**config.mk**
```make
export PLATFORM = sky130hd
export DESIGN_NAME = mult_arbiter_flat
export DESIGN_NICKNAME = d
export VERILOG_FILES = /design/src/rtl/mult_arb_pkg.sv /design/src/rtl/mult_arbiter_if.sv /design/src/rtl/mult8bit.sv /design/src/rtl/mult_arbiter.sv /design/src/flat_wrapper.sv
export SDC_FILE = /design/constraint.sdc
export NUM_CORES = 1
export LEC_CHECK = 0
export CAP_MARGIN = 20
export CORE_MARGIN = 2
export CORE_UTILIZATION = 59
export CTS_CLUSTER_SIZE = 30
export DETAILED_ROUTE_END_ITERATION = 6
export PLACE_DENSITY = 0.85
export SLEW_MARGIN = 40
export SYNTH_ARGS = -nofsm -noshare
export SYNTH_HDL_FRONTEND = slang
export SYNTH_SLANG_ARGS = --single-unit
```
**constraint.sdc**
```tcl
create_clock -name clk -period 7.8 [get_ports clk]
set_clock_uncertainty 0.05 [all_clocks]
set_input_delay 1.56 -clock clk [delete_from_list [all_inputs] [get_ports clk]]
set_output_delay 1.56 -clock clk [all_outputs]
set_load 0.02 [all_outputs]
```
**src/rtl/mult_arb_pkg.sv**
```systemverilog
// Shared types and constants for the two-port multiplier arbiter.
// Optional stats counters are enabled with MULT_ARB_STATS_EN.
package mult_arb_pkg;

  localparam int WIDTH = 16;

  localparam logic [1:0] IDLE    = 2'd0;
  localparam logic [1:0] COMPUTE = 2'd1;
  localparam logic [1:0] RESP    = 2'd2;

  localparam logic REQ0 = 1'b0;
  localparam logic REQ1 = 1'b1;

  typedef struct packed {
    logic             id;
    logic [WIDTH-1:0] a;
    logic [WIDTH-1:0] b;
  } op_t;

endpackage

```
**src/rtl/mult_arbiter_if.sv**
```systemverilog
// Request ports and tagged response channel of the multiplier arbiter.
// master = requesters/consumer side, slave = arbiter side.
interface mult_arbiter_if #(
  parameter int WIDTH = mult_arb_pkg::WIDTH
);
  logic               req0_valid;
  logic               req0_ready;
  logic [WIDTH-1:0]   req0_a;
  logic [WIDTH-1:0]   req0_b;
  logic               req1_valid;
  logic               req1_ready;
  logic [WIDTH-1:0]   req1_a;
  logic [WIDTH-1:0]   req1_b;
  logic               rsp_valid;
  logic               rsp_ready;
  logic               rsp_id;
  logic [2*WIDTH-1:0] rsp_result;

  modport master (
    output req0_valid, req0_a, req0_b,
    input  req0_ready,
    output req1_valid, req1_a, req1_b,
    input  req1_ready,
    input  rsp_valid, rsp_id, rsp_result,
    output rsp_ready
  );

  modport slave (
    input  req0_valid, req0_a, req0_b,
    output req0_ready,
    input  req1_valid, req1_a, req1_b,
    output req1_ready,
    output rsp_valid, rsp_id, rsp_result,
    input  rsp_ready
  );
endinterface

```
**src/rtl/mult8bit.sv**
```systemverilog
// 16x16->32 unsigned combinational multiplier
// built from four 8x8 partial products.
module mult8bit (
  input  logic [15:0] a,
  input  logic [15:0] b,
  output logic [31:0] p
);
  logic [15:0] ll, lh, hl, hh;

  assign ll = {8'd0, a[7:0]}  * {8'd0, b[7:0]};
  assign lh = {8'd0, a[7:0]}  * {8'd0, b[15:8]};
  assign hl = {8'd0, a[15:8]} * {8'd0, b[7:0]};
  assign hh = {8'd0, a[15:8]} * {8'd0, b[15:8]};

  assign p = {hh, ll}
           + {8'd0, lh, 8'd0}
           + {8'd0, hl, 8'd0};
endmodule

```
**src/rtl/mult_arbiter.sv**
```systemverilog
// Round-robin sharing of one registered multiplier between two ports.
// `define MULT_ARB_STATS_EN adds grant_cnt0/grant_cnt1 outputs.
module mult_arbiter
  import mult_arb_pkg::*;
#(
  parameter int WIDTH = mult_arb_pkg::WIDTH
) (
  input  logic clk,
  input  logic rst,
  mult_arbiter_if.slave bus
`ifdef MULT_ARB_STATS_EN
  ,
  output logic [15:0] grant_cnt0,
  output logic [15:0] grant_cnt1
`endif
);

  logic [1:0]         state;
  logic               last_grant;
  logic               grant0;
  logic               grant1;
  op_t                op_q;
  logic [2*WIDTH-1:0] prod;
  logic [2*WIDTH-1:0] res_q;
  logic               valid_q;
  logic               id_q;

  // last_grant resets to REQ1 so port 0 wins first contention
  always_comb begin
    grant0 = 1'b0;
    grant1 = 1'b0;
    if (state == IDLE) begin
      unique case (1'b1)
        bus.req0_valid && bus.req1_valid: begin
          grant0 = last_grant;
          grant1 = !last_grant;
        end
        bus.req0_valid && !bus.req1_valid:
          grant0 = 1'b1;
        !bus.req0_valid && bus.req1_valid:
          grant1 = 1'b1;
        default: ;
      endcase
    end
  end

  assign bus.req0_ready = grant0;
  assign bus.req1_ready = grant1;

  mult8bit u_mult (
    .a (op_q.a),
    .b (op_q.b),
    .p (prod)
  );

  always_ff @(posedge clk) begin
    if (rst) begin
      state      <= IDLE;
      last_grant <= REQ1;
      op_q       <= '0;
      valid_q    <= 1'b0;
      id_q       <= REQ0;
      res_q      <= '0;
    end else begin
      case (state)
        IDLE: begin
          if (grant0 || grant1) begin
            op_q <= grant1
                  ? {REQ1, bus.req1_a, bus.req1_b}
                  : {REQ0, bus.req0_a, bus.req0_b};
            last_grant <= grant1;
            state      <= COMPUTE;
          end
        end
        COMPUTE: begin
          res_q   <= prod;
          id_q    <= op_q.id;
          valid_q <= 1'b1;
          state   <= RESP;
        end
        RESP: begin
          if (bus.rsp_ready) begin
            valid_q <= 1'b0;
            state   <= IDLE;
          end
        end
        default: state <= IDLE;
      endcase
    end
  end

  assign bus.rsp_valid  = valid_q;
  assign bus.rsp_id     = id_q;
  assign bus.rsp_result = res_q;

`ifdef MULT_ARB_STATS_EN
  logic [15:0] cnt0_q;
  logic [15:0] cnt1_q;

  always_ff @(posedge clk) begin
    if (rst) begin
      cnt0_q <= '0;
      cnt1_q <= '0;
    end else begin
      if (grant0) cnt0_q <= cnt0_q + 16'd1;
      if (grant1) cnt1_q <= cnt1_q + 16'd1;
    end
  end

  assign grant_cnt0 = rst ? 16'd0 : cnt0_q;
  assign grant_cnt1 = rst ? 16'd0 : cnt1_q;
`endif

endmodule

```
**src/flat_wrapper.sv**
```systemverilog
// flat-port wrapper written by rule: the top's interface ports become plain ports
module mult_arbiter_flat import mult_arb_pkg::*;
#(
  parameter int WIDTH = mult_arb_pkg::WIDTH
)
  (clk, rst, bus_req0_valid, bus_req0_a, bus_req0_b, bus_req0_ready, bus_req1_valid, bus_req1_a, bus_req1_b, bus_req1_ready, bus_rsp_valid, bus_rsp_id, bus_rsp_result, bus_rsp_ready);
  mult_arbiter_if #(.WIDTH(WIDTH)) bus_i ();
  input  logic clk;
  input  logic rst;
  input wire logic [$bits(bus_i.req0_valid)-1:0] bus_req0_valid;
  input wire logic [$bits(bus_i.req0_a)-1:0] bus_req0_a;
  input wire logic [$bits(bus_i.req0_b)-1:0] bus_req0_b;
  output wire logic [$bits(bus_i.req0_ready)-1:0] bus_req0_ready;
  input wire logic [$bits(bus_i.req1_valid)-1:0] bus_req1_valid;
  input wire logic [$bits(bus_i.req1_a)-1:0] bus_req1_a;
  input wire logic [$bits(bus_i.req1_b)-1:0] bus_req1_b;
  output wire logic [$bits(bus_i.req1_ready)-1:0] bus_req1_ready;
  output wire logic [$bits(bus_i.rsp_valid)-1:0] bus_rsp_valid;
  output wire logic [$bits(bus_i.rsp_id)-1:0] bus_rsp_id;
  output wire logic [$bits(bus_i.rsp_result)-1:0] bus_rsp_result;
  input wire logic [$bits(bus_i.rsp_ready)-1:0] bus_rsp_ready;
  assign bus_i.req0_valid = bus_req0_valid;
  assign bus_i.req0_a = bus_req0_a;
  assign bus_i.req0_b = bus_req0_b;
  assign bus_req0_ready = bus_i.req0_ready;
  assign bus_i.req1_valid = bus_req1_valid;
  assign bus_i.req1_a = bus_req1_a;
  assign bus_i.req1_b = bus_req1_b;
  assign bus_req1_ready = bus_i.req1_ready;
  assign bus_rsp_valid = bus_i.rsp_valid;
  assign bus_rsp_id = bus_i.rsp_id;
  assign bus_rsp_result = bus_i.rsp_result;
  assign bus_i.rsp_ready = bus_rsp_ready;
  mult_arbiter #(.WIDTH(WIDTH)) u_core (.clk(clk), .rst(rst), .bus(bus_i));
endmodule
```
==> results.cfg <==
[layout]
drive_gt1_share_pct = 3.59
layout.nets = 1948
fillers = 1592
syn2layout_area_growth_pct = 13.3
multiInputGateArea_um2 = 9690
n_antenna_cell = 0
seqCellArea_um2 = 1410

[critical_path]
cpLargestDelayFamily = adder cells
crit_arrival_ps = 7560
cpMaxStageDelayCell = dfxtp_1
critPathMaxFanout = 17
crit_type = reg2reg
cp_num_cells = 25
critPathLaunchType = flip-flop
ff2ff_path_depth = 25
crit_required_ps = 8010
critPathMaxStageDelay_ps = 680
reg2reg_to = u_core.bus.rsp_result[30]
cp-end-kind = flip-flop
reg2reg_slack_ps = 450
cp_num_buf_inv = 4
reg2reg_from = u_core.op_q[3]
cpMostUsedCell = fa_1

[yosys]
syn_area_um2 = 12200
synth_edf_count = 0
yosysUniqueCellTypes = 54
seq_area_frac_synth_pct = 11.5
async_flop_share_pct = 0
synthCells = 1488
synth_ff_type = dfxtp_1
syn-num-nets = 1878
yosys_warnings = 0
syn_avg_cell_area_um2 = 8.22
synth-seq-cells = 70

[sta]
fin_crit_ps = 7350
rsz0062_at_grt = no
hold_violations = 0
clock.fmax_ghz = 0.136
setup_slack_ps = 453
relSlewSlack_pct = 45.8
tns_ps = 0
post-route-period-util_pct = 94.2
worst-slew-pin-transition_ps = 812
setup-violations-final = 0
final_max_slew_viol_count = 0

[clocking]
clock_path_buffers = 2
clkTransAtPathRegs_ps = 60
cts_tree = built
clock_latency_ps = 350
cts_hold_buf = 0
htreeDepth = 3
cts.sinks = 70
postCtsSetupRepairBufs = 0
root_buffer = clkbuf_16
postCtsResizedCells = 0
cts_made_buffers = 9

[grt]
grt-ovfl-total = 0
grtUsageTotal_pct = 29.0
grt_max_degree = 71
grt_antenna_before_repair = 0
grt_first_pass_wirelength_mm = 51.1
first_global_vias = 10700

[die]
fp.dieH_um = 148
ios = 105
die_w_um = 148
core_area_um2 = 20300
rows = 52
start_util_pct = 60.2
die_area_um2 = 21900

[power_and_ir_drop]
p_per_area_nw_per_um2 = 150
peakVddDrop_v = 0.000125
comb_power_share_pct = 53.0
p_seq_share_pct = 23.9
p_int_w = 0.00118
p_sw_w = 0.000904
clockPowerShare_pct = 23.0
cellLeakagePower_nw = 7.06
swShare_pct = 43.4

[routing]
drc = 0
via_count = 10100
wl_per_cell_um = 16.3
drtPass1Iterations = 6
drtAntennaViolNets = 0
drt_iter0_drc = 613
avgViaCountPerCell = 5.51
routed_wl_mm = 29.9

[placed_design]
io_buffers = 104
place.gp.congestion = 0.895
dpl.hpwl_mm = 23.3
dp_slack_ps = 525

[min_path]
min-delay-start = u_core.bus.rsp_result[11]
hold_end = u_core.bus.rsp_result[11]
whs_path_depth = 2
hp-class = reg2reg

[flow_run]
cap_violations = 0

[outcome]
outcome = finished clean
cell usage after synthesis, drive strengths merged, types with 2 or more instances:
master / instances / share of area, %
a2111oi: 2 / 0.25
a211o: 3 / 0.21
a211oi: 11 / 0.76
a21boi: 3 / 0.18
a21o: 13 / 0.80
a21oi: 70 / 2.9
a311oi: 33 / 2.4
a31oi: 2 / 0.10
a41o: 2 / 0.16
a41oi: 3 / 0.21
and2: 175 / 9.0
and3: 4 / 0.20
buf: 2 / 0.061
clkbuf: 60 / 1.8
dfxtp: 70 / 11
fa: 161 / 26
ha: 160 / 16
inv: 245 / 7.5
nand2: 218 / 6.7
nand2b: 8 / 0.41
nand3: 13 / 0.53
nand3b: 3 / 0.18
nand4: 2 / 0.10
nor2: 72 / 2.2
nor2b: 18 / 0.92
nor3: 16 / 0.70
o211ai: 4 / 0.25
o21a: 4 / 0.25
o21ai: 26 / 1.1
o21bai: 3 / 0.18
o311ai: 2 / 0.20
o31ai: 4 / 0.25
or2: 4 / 0.20
or3: 3 / 0.15
xnor2: 40 / 2.9
xor2: 18 / 1.3
cells in the final DEF, fill, tap and decap left out, types with 20 or more instances in the layout:
master and count:
xnor2_1 40, dfxtp_1 65, nand2_1 218, and2_1 175, o21ai_0 20, nor2_1 72
fa_1 161, a21oi_1 70, ha_1 160, a311oi_1 32, clkdlybuf4s50_1 103, inv_1 243
power by group through the flow:
stage	Clock, W	Sequential (W)	Combinational (W)
final	0.000480	0.000498	0.00110
after global routing	0.000496	0.000506	0.00124
after CTS	0.000484	0.000494	0.00110
after detailed placement	0	0.000501	0.00108
after global placement	0	0.000497	0.00104
after floorplan	0	0.000471	0.000776
worst reg2reg max path, cell delays in order, from the launching register on:
cell	delay, ps
dfxtp_1	680
nand2_1	170
fa_1	500
fa_1	490
inv_1	60
fa_1	540
inv_1	60
fa_1	530
inv_1	50
ha_1	340
a21o_1	190
a31o_2	270
a211oi_1	330
a21oi_1	140
xnor2_1	170
fa_1	550
inv_1	50
ha_1	360
and3_1	230
nand4bb_1	150
a31oi_1	360
nor2b_1	230
o211a_1	240
nand3_1	120
xnor2_1	150
a211oi_1	260
metal layers:
layer	part of all wire, %	track usage, %	vias up
li1	-	-	4836
met1	44	37.8	4898
met2	49	50.6	318
met3	5.4	4.26	50
met4	2.1	7.95	0
met5	0	0	-
cell families after synthesis:
family          share of synthesized area [%]
xor+xnor                                 4.15
flops                                    11.5
simple gates                             21.5
compound gates                           10.8
buf+inv                                  9.42
fa+ha+maj                                42.7
worst max-delay path by stage:
stage,start,endpoint,slack [ps]
finish,u_core.op_q[3],u_core.bus.rsp_result[30],450
global route,u_core.op_q[18],u_core.bus.rsp_result[28],7
CTS,u_core.op_q[19],u_core.bus.rsp_result[30],480
detailed placement,u_core.op_q[19],u_core.bus.rsp_result[30],520
global placement,u_core.op_q[6],u_core.bus.rsp_result[24],700
floorplan,u_core.op_q[7],u_core.bus.rsp_result[24],940
cell type report:
class | count | area share (%)
clock buffers | 9 | 1.63
clock inverters | 6 | 0.804
inverters | 245 | 6.64
multi-input cells | 1111 | 69.9
flip-flops and latches | 70 | 10.2
well taps | 270 | 2.44
repair buffers | 121 | 8.40
metrics by stage:
stage                     hold slack, ps  area, um^2  utilization [%]  total power (W)  cells
final                                398       13900             68.3          0.00208   1832
after global routing                 417       13900             68.3          0.00225   1832
after CTS                            402       13800             68.2          0.00208   1832
after detailed placement             395       13500             66.5          0.00158   1817
after global placement               388       13500             66.5          0.00154   1817
after floorplan                      382       12200                -          0.00125   1488
state kept, by name (all words and copies together) (netlist names):
signal and flops:
u_core.state 2, u_core.bus.rsp_valid 1, u_core.bus.rsp_result 32, u_core.last_grant 1, u_core.op_q 33, u_core.bus.rsp_id 1
(Power assumes the default switching activity.)
